<file path="src/rtl/fifo_wr_ctrl.sv">
// fifo_wr_ctrl: write-domain pointer, full, level and overflow logic for an async FIFO.
// Define FIFO_WR_AFULL_EN to add the registered almost-full output wafull.
module fifo_wr_ctrl #(
    parameter int P_WIDTH     = 4,
    parameter int SYNC_STAGES = 2,
    parameter int AFULL_LEVEL = 12
) (
    input  logic               wclk,
    input  logic               wrst_n,
    input  logic               winc,
    input  logic [P_WIDTH:0]   rptr_gray,
    output logic [P_WIDTH-1:0] waddr,
    output logic [P_WIDTH:0]   wptr_gray,
    output logic               wfull,
    output logic [P_WIDTH:0]   wlevel,
    output logic               wovf
`ifdef FIFO_WR_AFULL_EN
   ,output logic               wafull
`endif
);

    if (P_WIDTH < 2) begin : g_bad_width
        $error("fifo_wr_ctrl: P_WIDTH must be >= 2");
    end
    if (SYNC_STAGES < 2) begin : g_bad_sync
        $error("fifo_wr_ctrl: SYNC_STAGES must be >= 2");
    end
    if (AFULL_LEVEL < 0 || AFULL_LEVEL > 2**P_WIDTH) begin : g_bad_afull
        $error("fifo_wr_ctrl: AFULL_LEVEL out of range");
    end

    logic [P_WIDTH:0] wbin;
    logic [P_WIDTH:0] wbin_next;
    logic [P_WIDTH:0] wgray_next;
    logic [P_WIDTH:0] rq_s;
    logic [P_WIDTH:0] rbin_s;
    logic [P_WIDTH:0] wlevel_next;
    logic [P_WIDTH:0] full_cmp;
    logic             push;

    logic [SYNC_STAGES-1:0][P_WIDTH:0] rq;

    assign push  = winc & ~wfull;
    assign waddr = wbin[P_WIDTH-1:0];
    assign rq_s  = rq[SYNC_STAGES-1];

    // Next binary write pointer and its Gray encoding
    always_comb begin
        wbin_next  = wbin + {{P_WIDTH{1'b0}}, push};
        wgray_next = (wbin_next >> 1) ^ wbin_next;
    end

    // Synchronized read pointer back to binary, plus the full pattern
    always_comb begin
        rbin_s = '0;
        for (int i = 0; i <= P_WIDTH; i++) begin
            rbin_s[i] = ^(rq_s >> i);
        end
        full_cmp    = {~rq_s[P_WIDTH:P_WIDTH-1], rq_s[P_WIDTH-2:0]};
        wlevel_next = wbin_next - rbin_s;
    end

    // Plain flop chain bringing the read Gray pointer into wclk
    always_ff @(posedge wclk or negedge wrst_n) begin
        if (!wrst_n) begin
            rq <= '0;
        end else begin
            rq <= {rq[SYNC_STAGES-2:0], rptr_gray};
        end
    end

    // Write pointer, full, level and sticky overflow state
    always_ff @(posedge wclk or negedge wrst_n) begin
        if (!wrst_n) begin
            wbin      <= '0;
            wptr_gray <= '0;
            wfull     <= 1'b0;
            wlevel    <= '0;
            wovf      <= 1'b0;
        end else begin
            wbin      <= wbin_next;
            wptr_gray <= wgray_next;
            wfull     <= (wgray_next == full_cmp);
            wlevel    <= wlevel_next;
            wovf      <= wovf | (winc & wfull);
        end
    end

`ifdef FIFO_WR_AFULL_EN
    // Almost-full follows the same next-level value as wlevel
    always_ff @(posedge wclk or negedge wrst_n) begin
        if (!wrst_n) begin
            wafull <= 1'b0;
        end else begin
            wafull <= (wlevel_next >= (P_WIDTH+1)'(AFULL_LEVEL));
        end
    end
`endif

endmodule

</file>
<file path="config.mk">
export PLATFORM = sky130hd
export DESIGN_NAME = fifo_wr_ctrl
export DESIGN_NICKNAME = d
export VERILOG_FILES = /design/src/rtl/fifo_wr_ctrl.sv
export SDC_FILE = /design/constraint.sdc
export NUM_CORES = 1
export LEC_CHECK = 0
export ABC_AREA = 1
export CAP_MARGIN = 0
export CORE_AREA = 2 2 52 54
export CTS_CLUSTER_DIAMETER = 100
export DETAILED_ROUTE_END_ITERATION = 10
export DIE_AREA = 0 0 54 56
export PLACE_DENSITY = 0.8
export SLEW_MARGIN = 20
export SYNTH_ARGS = -nofsm -noshare
export SYNTH_HDL_FRONTEND = slang
export SYNTH_SLANG_ARGS = --single-unit
</file>
<file path="constraint.sdc">
create_clock -name wclk -period 3 [get_ports wclk]
set_input_delay 0.3 -clock wclk [delete_from_list [all_inputs] [get_ports wclk]]
set_output_delay 0.3 -clock wclk [all_outputs]
set_load 0.02 [all_outputs]
</file>
* Yosys cells after proc, flatten, opt, wreduce, memory -nomap -nowiden *
Index checks and enable logic that the tools add are counted.

word-level totals
  register bits after elaboration = 27
  word-level logic and storage cells = 21

cells by class
  equal/unequal tests = 1
  add/sub/neg operators = 2
  reduce and logical (&&, ||, !) cells = 5
  bitwise operators = 6

operators by type and width
  cell              count
  $reduce_xor 5->1  5
  $add 5x1->5       1
  $eq 5x5->1        1
  $sub 5x5->5       1
  $xor 4x5->5       1
  $and 1x1->1       2
  $not 2->2         1
  $not 1->1         1
  $or 1x1->1        1

* Depth between registers and ports, before layout *
Gate-level depths: netlist (run 1).

  word-level depth = 5
  depth in mapped cells = 14
  mapped depth without buffers = 14

* Least setup slack after synthesis (run 1) *
OpenSTA, ideal clock, no wires.

  path type = register to register
  start point = reg wfull
  end point = reg wlevel[4]
  library setup time = 0.065 ns
  cell stages (with the launch flop) = 11
  setup slack = 0.959 ns
  data required time = 2.935 ns
  path buffers = 0
  data arrival time = 1.976 ns
  path through = dfrtp_1 -> nor2_1 -> ha_1 -> ha_1 -> inv_2 -> fa_1 -> inv_1 -> nand3_1 -> nand2_1 -> nand3_1 -> nand2_1

between the ends
  longest elaborated chain between the ends = 4

ends and longest elaborated chain
  what                      RTL line  RTL
  start: declaration        14        output logic wfull,
  start signal: assignment  83        wfull <= (wgray_next == full_cmp);
  $not 1->1                 43        assign push = winc & ~wfull;
  $and 1x1->1               43
  $add 5x1->5               49        wbin_next = wbin + {{P_WIDTH{1'b0}}, push};
  named net wbin_next[1]    33        logic [P_WIDTH:0] wbin_next;
  $sub 5x5->5               60        wlevel_next = wbin_next - rbin_s;
  named net wlevel_next[4]  37        logic [P_WIDTH:0] wlevel_next;
  end signal: assignment    84        wlevel <= wlevel_next;
  end: declaration          15        output logic [P_WIDTH:0] wlevel,

The timed path passes the listed nets, and every way through them passes these cells.

* Final worst setup path (run 1) *
  start point = in winc
  end point = reg wlevel[3]

between the ends
  longest elaborated chain between the ends = 3

ends and longest elaborated chain
  what                      RTL line  RTL
  start: declaration        10        input logic winc,
  $and 1x1->1               43
  $add 5x1->5               49
  named net wbin_next[2]    33
  $sub 5x5->5               60
  named net wlevel_next[3]  37

The timed path passes the listed nets, and every way through them passes these cells.

==> results.md, run 1 <==
Setup path:
- The required arrival time at the worst endpoint is 3.23 ns.
- The buffer and inverter count on the worst path is 3.
- The arrival time of the worst setup path is 2.49 ns.
- The endpoint class of the critical path is a register.
- The path type of the worst setup path is input port to register.
- The critical-path maximum fanout is 6.
- The kind of cell with the highest combined delay along the critical path is adder cells.
- On the worst path, the slowest cell contributes a delay of 0.49 ns.
- The cell type with the highest occurrence count on the critical path is sky130_fd_sc_hd__nand2_1.
- The slowest stage of the critical path belongs to the cell sky130_fd_sc_hd__clkdlybuf4s50_1.
- The critical path goes through clkdlybuf4s50_1 > inv_1 > nor2_1 > ha_1 > ha_1 > inv_1 > nand2_1 > nand2_2 > ha_1 > a21oi_1 > nand2_1 > nand2_1 > nand2_1.
- The worst setup path is launched from an input port.

CTS:
- The root buffer cell is sky130_fd_sc_hd__clkbuf_4.
- The buffers inserted during post-CTS setup optimization is 0.
- The post-cts hold buffer count is 0.
- Once the clock tree was built, the resizer swapped 0 gates to a different size.
- The maximum number of buffers from clock root to sink is 2.
- The TritonCTS clock tree is done.
- The later pin in the worst-skew pair is clocked with a latency of 0.32 ns.
- After clock tree synthesis, the clock-pin slew on the worst setup and hold paths is 0.13 ns.
- The TritonCTS buffer count is 3.
- In this run the number of H-tree levels came out at 1.
- The sink count of the clock tree is 26.

Timing:
- Setup violations remaining at the end of the flow were counted as 0.
- Setup repair after global routing left no endpoint under its margin.
- The post-route setup TNS is 0 ns.
- The timing-limited maximum frequency is 442 MHz.
- The final hold violation count came to 0.
- The transition time at the pin with the least slew margin is 0.340 ns.
- Subtracting the final worst setup slack from the clock period gives 2.26 ns.
- The number of pins with negative max-slew slack in the final report is 0.
- For the final database, setup skew stands at 0.00888 ns.
- The final clock period utilization by the worst path is 0.755.
- In this run the tightest slew margin relative to its limit is 0.773.

Floorplan:
- The I/O pin count is 24.
- The initialized floorplan defines 18 standard-cell rows.
- The placeable core region is 0.00243 mm^2.
- The starting utilization of the core area is 0.527.
- Measured along the y axis, the die boundary spans 56 um.
- In this run the horizontal extent of the chip is 54 um.
- The die covers 0.00302 mm^2.

Pwr:
- The sequential fraction of design power is 0.319.
- The clock share of power is 0.085.
- Internal power comes to 0.936 mW.
- The total power of the final layout is 1.72 mW.
- For this design the ratio of total power to cell area is 1100 mW/mm^2.
- The highest ir drop seen on vdd is 570 uV.
- The leakage power is 0.816 nW.
- The reported net switching power is 0.781 mW.
- Of the total power, combinational logic draws 0.596.
- The net switching share of the total power is 0.455.

Synth:
- The post-synthesis cell area is 0.00128 mm^2.
- The post-synthesis sequential element count is 26.
- In this run the mean area of a mapped cell was 9.02 um^2.
- The gate count after technology mapping is 142.
- The number of warnings issued by yosys is 0.
- Synthesis instantiated 20 different standard cells from the library.
- The number of nets in the synthesized netlist is 156.
- The fraction of the yosys area taken by sequential cells is 0.508.

Layout:
- The ratio of cells with drive above 1 in the final layout is 0.137.
- Registers take 651 um^2.
- The net count of the finished layout is 184.
- The post-synthesis to final-layout area growth is 22.4%.
- The filler cells instantiated in the layout total 201.
- The multi-input logic area is 537 um^2.
- The number of antenna diodes in the final layout is 0.

Global route:
- The sum of overflow across all layers after global routing is 0.
- The via count of the first global-routing pass was 1010.
- The wire length of the first global-routing pass is 4.24 mm.
- Entering global routing, the biggest net connects 27 pins.
- The initial antenna violation count is 0.
- In the global route stage, overall resource usage came out at 0.191.

Detailed routing:
- The total length of routed wires is 2.48 mm.
- The DRC marker count from the first detailed-route iteration is 16.
- Once detail routing completed, the nets flagged for antenna violations numbered 0.
- The routed length per placed instance is 12.5 um.
- After detailed routing, the number of vias per cell comes to 5.24.
- The final route contains 1038 vias.
- For this run, design rule violations remaining after detail routing come to 0.
- The number of detailed-route iterations in the first pass is 4.

Placement:
- The detailed placement HPWL is 1.96 mm.
- The count of buffers inserted at the top-level ports is 23.
- The placer's final routability congestion estimate is 0.933.

Status:
- The flow ran to the end, and the final reports show no timing, DRC or antenna violations.

Run:
- The number of max-cap violations is 0.

Min path:
- The path type of the worst min-delay path is input port to async pin.
cells in the final DEF, fill, tap and decap left out, drive strengths merged:
master | synthesis | final
a21oi | 1 | 1
nand2 | 51 | 51
a21boi | 1 | 1
clkdlybuf4s50 | 0 | 23
inv | 21 | 21
clkbuf | 0 | 3
ha | 5 | 5
xnor2 | 1 | 1
clkinv | 1 | 1
a21o | 1 | 1
buf | 1 | 1
fa | 1 | 1
nor2 | 4 | 4
nand4 | 4 | 4
dfrtp | 26 | 26
nand3 | 19 | 19
xor2 | 5 | 5
routing by layer:
| layer | vias to the layer above | GRT usage | share of wire |
|---|---|---|---|
| met3 | 4 | 0.0349 | 0.064 |
| met1 | 490 | 0.214 | 0.40 |
| li1 | 497 | - | - |
| met4 | 0 | 0.0857 | 0.017 |
| met2 | 47 | 0.336 | 0.52 |
| met5 | - | 0 | 0 |
cell families (layout without fill, tap and decap cells):
logic type	after synthesis	after routing	share of synthesized area
AOI/OAI and AO/OA	3	3	0.0156
xor gates and xnor gates	6	6	0.0410
adders and majority gates	6	6	0.0645
buffers and inverters	23	49	0.0732
DFF	26	26	0.508
and+or+nand+nor	78	78	0.298
layout make-up:
class | instances | area share
repair buffers | 24 | 0.152
well taps | 30 | 0.0239
clock buffers | 3 | 0.0144
inverters | 22 | 0.0527
flip-flops and latches | 26 | 0.415
multi-input cells | 93 | 0.342
stage by stage:
step           area, um^2  cells  utilization  worst slack (ns)  hold slack, ns
2_1_floorplan        1280    142            -             0.959         0.00441
3_3_place_gp         1550    195        0.635             0.513           0.334
3_5_place_dp         1550    195        0.635             0.444           0.338
4_1_cts              1570    198        0.645             0.777           0.331
5_1_grt              1570    198        0.645             0.590           0.370
6_report             1570    198        0.645             0.736           0.316
power groups by stage:
stage	combinational [mW]	sequential [mW]	clock [mW]
after floorplan	0.557	0.670	0
after global placement	0.992	0.549	0
after detailed placement	1.02	0.559	0
after CTS	1.02	0.550	0.150
after global routing	1.13	0.563	0.166
final	1.02	0.548	0.146
cell usage after synthesis, drive strengths merged:
cell type	instances	area [um^2]
clkinv	1	3.75
dfrtp	26	651
nand4	4	25.0
fa	1	20.0
buf	1	11.3
a21o	1	7.51
xor2	5	43.8
ha	5	62.6
xnor2	1	8.76
inv	21	78.8
nand2	51	224
a21oi	1	5.00
nor2	4	17.5
a21boi	1	7.51
nand3	19	115
state kept, by name, summed over array words and instances, names as in the netlist:
register   flops
rq             5
rq_s           5
wbin           5
wlevel         5
wptr_gray      4
wfull          1
wovf           1
worst paths after layout:
| path | start | to | slack [ns] | cells after the start |
|---|---|---|---|---|
| worst max-delay path | winc | wlevel[3]$_DFF_PN0_ | 0.74 | 13 |
| worst min-delay path | wrst_n | wfull$_DFF_PN0_ | 0.32 | 2 |
| worst max register to register | wfull$_DFF_PN0_ | wlevel[3]$_DFF_PN0_ | 0.80 | 11 |
| worst min register to register | rq[3]$_DFF_PN0_ | rq_s[3]$_DFF_PN0_ | 0.37 | 0 |
| max in group asynchronous | wrst_n | rq_s[1]$_DFF_PN0_ | 2.43 | 2 |
| min in group wclk | rq[3]$_DFF_PN0_ | rq_s[3]$_DFF_PN0_ | 0.37 | 0 |
No activity file was read; power rests on OpenSTA's default activity.
==> run 2: changes to the inputs <==
--- a/config.mk
+++ b/config.mk
@@ -7,11 +7,11 @@
 export LEC_CHECK = 0
 export ABC_AREA = 1
 export CAP_MARGIN = 0
-export CORE_AREA = 2 2 52 54
+export CORE_AREA = 2 2 54 56
 export CTS_CLUSTER_DIAMETER = 100
 export DETAILED_ROUTE_END_ITERATION = 10
-export DIE_AREA = 0 0 54 56
-export PLACE_DENSITY = 0.8
+export DIE_AREA = 0 0 56 58
+export PLACE_DENSITY = 0.75
 export SLEW_MARGIN = 20
 export SYNTH_ARGS = -nofsm -noshare
 export SYNTH_HDL_FRONTEND = slang
==> constraint.sdc (replaced) <==
create_clock -name wclk -period 2.12 [get_ports wclk]
set_input_delay 0.212 -clock wclk [delete_from_list [all_inputs] [get_ports wclk]]
set_output_delay 0.212 -clock wclk [all_outputs]
set_load 0.02 [all_outputs]
==> results.md, run 2 (synthesis gave the netlist of run 1 again) <==
Placement:
- Before CTS, the worst setup slack after placement is -0.111 ns.
- The HPWL after detailed placement is 2.05 mm.
- The cell area reported after detailed placement is 0.00163 mm^2.
- The congestion estimate from routability-driven global placement came to 0.867.
- The count of buffers inserted at the top-level ports is 23.

Detailed routing:
- The DRC marker count from the first detailed-route iteration is 16.
- The count of antenna-violating nets left after detailed routing is 0.
- The mean number of vias per cell is 4.95.
- The total length of routed wires is 2.66 mm.
- The number of detailed-route iterations in the first pass is 6.
- After detailed routing, the average wire length per cell comes to 12.5 um.
- Across all layers, the routed design uses 1054 vias.
- The DRC violation count after routing is 0.

Setup path:
- For the worst setup path, the data arrival time is 2.16 ns.
- STA classifies the critical path endpoint as a register.
- The critical-path maximum fanout is 3.
- In this run the critical register-to-register path is captured at wlevel[3]$_DFF_PN0_.
- On the critical path, the stage with the largest delay is an instance of sky130_fd_sc_hd__dfrtp_1.
- The signal on the critical path passes through nor2_1 > ha_1 > ha_1 > inv_1 > nand2_1 > nand2_2 > ha_1 > a21oi_1 > nand2_1 > nand2_1 > nand2_1.
- The register-to-register setup slack is 0.18 ns.
- STA classifies the critical path startpoint as a register.
- The logic depth of the worst register-to-register path is 11.
- In this run the critical register-to-register path is launched from wfull$_DFF_PN0_.
- The cell type with the highest occurrence count on the critical path is sky130_fd_sc_hd__nand2_1.
- For this run, the slowest stage of the critical path takes 0.42 ns.
- By startpoint and endpoint, the worst setup path is classified as register to register.
- At the worst endpoint, the required time is 2.34 ns.

Timing:
- The worst setup skew after layout is 0.00982 ns.
- The worst-case headroom to the max-slew limit is 0.780.
- The minimum period implied by the final worst setup slack is 1.94 ns.
- The final clock period utilization by the worst path is 0.915.
- The transition time at the pin with the least slew margin is 0.330 ns.
- Adding up every negative setup slack in the final design gives 0 ns.
- The post-route worst setup slack is 0.181 ns.
- The number of pins with negative max-slew slack in the final report came to 0.
- The final count of negative-setup-slack endpoints is 0.
- Derived from the worst setup path, the maximum achievable clock frequency is 516 MHz.
- The final hold violation count came to 0.

Global route:
- The via count of the first global-routing pass is 994.
- The sum of overflow across all layers after global routing is 0.
- In the global route stage, met2 resource usage came out at 0.291.
- The largest net degree at the start of global routing is 27.
- The aggregate global-route resource usage is 0.166.
- For met1 alone, demand over resource in global routing was 0.203.
- The initial antenna violation count is 0.
- met2 is the most crowded layer.
- The wire length of the first global-routing pass is 4.15 mm.
- The met3 usage in global routing is 0.0290.

Layout:
- The count of fill cells added during filler insertion is 223.
- The ratio of cells with drive above 1 in the final layout is 0.253.
- The repair_antennas step left the layout with diodes totalling 0.
- Across the whole layout, storage elements account for 652 um^2.
- The final design area excluding fillers is 0.00172 mm^2.
- The final standard cell utilization of the core is 0.648.
- The number of nets in the final layout is 197.
- Relative to the synthesized area, the layout overhead comes to 34.6%.
- In the final layout, the multi-input gates occupy 579 um^2.
- In the layout the commonest cells are 37 x sky130_fd_sc_hd__nand2_1, 25 x sky130_fd_sc_hd__dfrtp_1, 23 x sky130_fd_sc_hd__clkdlybuf4s50_1.
- Leaving out fill and tap cells, the most frequent cell in the layout is sky130_fd_sc_hd__nand2_1.

CTS:
- Clock-pin slew was measured on the worst setup and hold paths at 0.15 ns.
- TritonCTS built the clock tree.
- The number of H-tree levels is 1.
- Clock latency on the worst-skew pair, taken at its later pin, is 0.32 ns.
- The root buffer cell is sky130_fd_sc_hd__clkbuf_4.
- In this run the deepest clock path goes through 2 buffers.
- For this design, the sink count on the clock tree is 26.
- The TritonCTS buffer count is 3.

Floorplan:
- The starting utilization of the core area is 0.481.
- The die width is 56 um.
- 24 I/O pins were placed.
- The total area inside the core boundary comes to 0.00266 mm^2.
- The die is 58 um tall.
- After floorplanning, the core was divided into 19 placement rows.
- The floorplan die area is 0.00325 mm^2.

Pwr:
- The highest ir drop seen on vdd is 1050 uV.
- The leakage power is 0.894 nW.
- Dividing total power by cell area gives a power density of 1580 mW/mm^2.

Run:
- Across the run, the number of max-cap violations was 0.

Status:
- The run finished with clean final reports.

Min path:
- The path type of the worst min-delay path is input port to async pin.
-- run 2: where the power goes --
part	internal (mW)	switching, mW	leakage, nW
Sequential	0.664	0.117	0.308
Clock	0.105	0.149	0.0210
Combinational	0.770	0.920	0.565
-- run 2: layer usage --
metal  wire (um)  part of all wire
met1        1120              0.42
met2        1380              0.52
met3         107             0.040
met4          53             0.020
met5           0                 0
-- run 2: final cells by class --
class | count | area share
timing repair buffer | 37 | 0.194
clock buffer | 4 | 0.0210
sequential | 26 | 0.378
inverter | 22 | 0.0479
tap | 31 | 0.0225
multi-input combinational | 93 | 0.336
-- run 2: through the flow --
| stage | hold WS [ns] | std cells | total power [mW] |
|---|---|---|---|
| 2_1_floorplan | -0.0836 | 142 | 1.74 |
| 3_3_place_gp | 0.334 | 207 | 2.41 |
| 3_5_place_dp | 0.339 | 207 | 2.45 |
| 6_report | 0.223 | 213 | 2.73 |
| 5_1_grt | 0.254 | 213 | 2.94 |
| 4_1_cts | 0.242 | 211 | 2.71 |
-- run 2: timing repair --
| item | in CTS | in global routing |
|---|---|---|
| setup buffers | 0 | 2 |
| gates resized for setup | 0 | 14 |
| setup endpoints to repair | 0 | 2 |
| hold buffers | 0 | 0 |
-- run 2: worst max-delay path: cells and delay by family (launching register included) --
family                   cells  cell delay, ns
AO/OA/AOI/OAI                1            0.20
adder cells (fa/ha/maj)      3            0.70
buffers and inverters        1            0.06
flip-flops                   1            0.42
AND/OR/NAND/NOR              6            0.45
-- run 2: how the worst max path moves through the flow --
| stage | start | to | slack (ns) | cells after the start |
|---|---|---|---|---|
| 2_1_floorplan | wfull$_DFF_PN0_ | wlevel[4]$_DFF_PN0_ | 0.08 | 10 |
| 3_3_place_gp | winc | wfull$_DFF_PN0_ | -0.05 | 13 |
| 3_5_place_dp | winc | wlevel[3]$_DFF_PN0_ | -0.11 | 13 |
| 4_1_cts | rq_s[4]$_DFF_PN0_ | wlevel[4]$_DFF_PN0_ | 0.02 | 13 |
| 5_1_grt | rq_s[3]$_DFF_PN0_ | wlevel[4]$_DFF_PN0_ | -0.003 | 13 |
| 6_report | wfull$_DFF_PN0_ | wlevel[3]$_DFF_PN0_ | 0.18 | 11 |
==> RTL change: new RTL, flow settings as in run 1 <==
The parameter `P_WIDTH` goes from 4 to 5.
--- a/src/rtl/fifo_wr_ctrl.sv
+++ b/src/rtl/fifo_wr_ctrl.sv
@@ -1,7 +1,7 @@
 // fifo_wr_ctrl: write-domain pointer, full, level and overflow logic for an async FIFO.
 // Define FIFO_WR_AFULL_EN to add the registered almost-full output wafull.
 module fifo_wr_ctrl #(
-    parameter int P_WIDTH     = 4,
+    parameter int P_WIDTH     = 5,
     parameter int SYNC_STAGES = 2,
     parameter int AFULL_LEVEL = 12
 ) (
Interface: changed (resized rptr_gray, waddr, wlevel and wptr_gray); port bits go from 24 to 28. No check against the original RTL was run, so the function may have changed too.
==> RTL change against run 1 <==
  * Synthesized cell count rose by 14%
  * Routed wire length rose by 3.1%
  * Sequential cell count rose by 5
  * Final cell count rose by 15%
  * First-iteration DRC count rose by 63%
  * Via count rose by 13%
  * Clock power rose by 82%
  * Power rose by 17%
  * Setup slack got worse by 110 ps
  * Final area rose by 17%
  * Critical path type unchanged
  * Area after synthesis rose by 14%
==> RTL change: results (changes against run 1) <==
| Metric | Value |
|---|---|
| Status | complete, no violations |
| Commonest cells in the synthesized netlist | 52 x nand2_1, 31 x dfrtp_1, 20 x nand3_1 |
| Max H-tree Level | 2 (+1) |
| First-pass iteration count of the detailed router | 4 (unchanged) |
| Clock Skew | 7.54 ps (-1.34 ps) |
| Placed Instances | 219 (+12%) |
| Sequential area share after synthesis | 0.530 (+0.0221) |
| Final nets | 211 (+15%) |
| Post-route insts no fill | 227 (+15%) |
| Worst-path clk slew | 90 ps (-40 ps) |
| Root Buffer | clkbuf_4 |
| Setup bufs post-CTS | 0 (unchanged) |
| First-pass GRT wire length | 4510 µm (+6.5%) |
| Worst Path Arrival | 2600 ps (+110 ps) |
| Antenna diode count | 0 (unchanged) |
| R2R cell count | 13 (+2) |
| Crit path to | wlevel[5]$_DFF_PN0_ |
| Average vias per placed instance | 5.15 (-1.7%) |
| Number of buffers created by CTS | 5 (+2) |
| # port buffers | 27 (+17%) |
| Distinct cells, synth | 19 (-5.0%) |
| Max clock buf depth | 2 (unchanged) |
| Max_slew headroom | 0.753 (-0.0204) |
| Dpl hpwl | 1980 µm (+1.2%) |
| Syn_nets | 177 (+13%) |
| WHS | 351 ps (+35.7 ps) |
| GPL Wtd Cong | 0.872 (-6.5%) |
| Final WL | 2560 µm (+3.1%) |
| Ranking of synthesized cells by area | dfrtp_1 53%, nand2_1 13%, nand3_1 6.8%, inv_1 4.6%, ha_1 4.3% |
| Worst vdd ir | 778 µV (+37%) |
| Global-route total usage across every layer | 0.206 (+0.0150) |
| Vias in the first global route | 1105 (+9.4%) |
| Initial DRC Count | 26 (+10) |
| Reg2Reg Setup Slack | 700 ps (-100 ps) |
| CTS resizes | 0 (unchanged) |
| Layout cells sized above 1 | 0.0964 (-0.0405) |
| Syn Area/Cell | 9.04 µm² (+0.15%) |
| Largest net degree at the start of global routing | 32 (+19%) |
| Critical path launch point | winc |
| Area after DPL | 0.00177 mm² (+14%) |
| Leak | 0.925 nW (+13%) |
-- RTL change: changes by cell type in the layout (fill, tap and decap cells not counted), sizes merged, moves of 2 or more --
| cell | delta |
|---|---|
| clkdlybuf4s50 | +4 |
| xnor2 | +5 |
| inv | -2 |
| clkbuf | +5 |
| nand3 | +2 |
| nand2 | +8 |
| dfrtp | +5 |
-- RTL change: worst max-delay path, stage by stage --
cell             delay, ps
clkdlybuf4s50_1        480
inv_1                   40
nor2_1                  90
ha_1                   250
ha_1                   280
inv_1                   80
nand2_1                 80
nand2_1                120
ha_1                   370
a21oi_1                140
nand2_1                100
nand3_1                 90
nand2_1                 60
nand3_1                 60
nand2_1                 50
-- RTL change: kinds of logic after synthesis --
group,Yosys count,synth area share
compound gates,3,0.0120
flops,31,0.530
simple gates,92,0.285
fa+ha+maj,6,0.0564
buf+inv,20,0.0564
xor+xnor,10,0.0598
-- RTL change: layer usage --
metal,GRT usage,vias to the layer above,part of all wire
met2,0.314,32,0.49
met1,0.259,550,0.43
met5,0,-,0
met3,0.0806,8,0.059
met4,0.0821,0,0.020
li1,-,580,-
-- RTL change: stage by stage --
step,power (mW),setup WS [ps]
after global routing,2.20,361
after detailed placement,1.76,301
final,2.02,626
after CTS,2.03,648
after floorplan,1.38,817
after global placement,1.73,382
-- RTL change: layout make-up --
| type | count | area [µm²] |
|---|---|---|
| tap | 30 | 37.5 |
| inverter | 19 | 71.3 |
| multi-input combinational | 111 | 606 |
| fill | 178 | 596 |
| timing repair buffer | 28 | 278 |
| clock buffer | 8 | 68.8 |
| sequential | 31 | 776 |
-- RTL change: where the power goes --
part	switching, mW	internal, mW
Clock	0.129	0.138
Combinational	0.634	0.468
Sequential	0.0915	0.556
Total	0.854	1.16
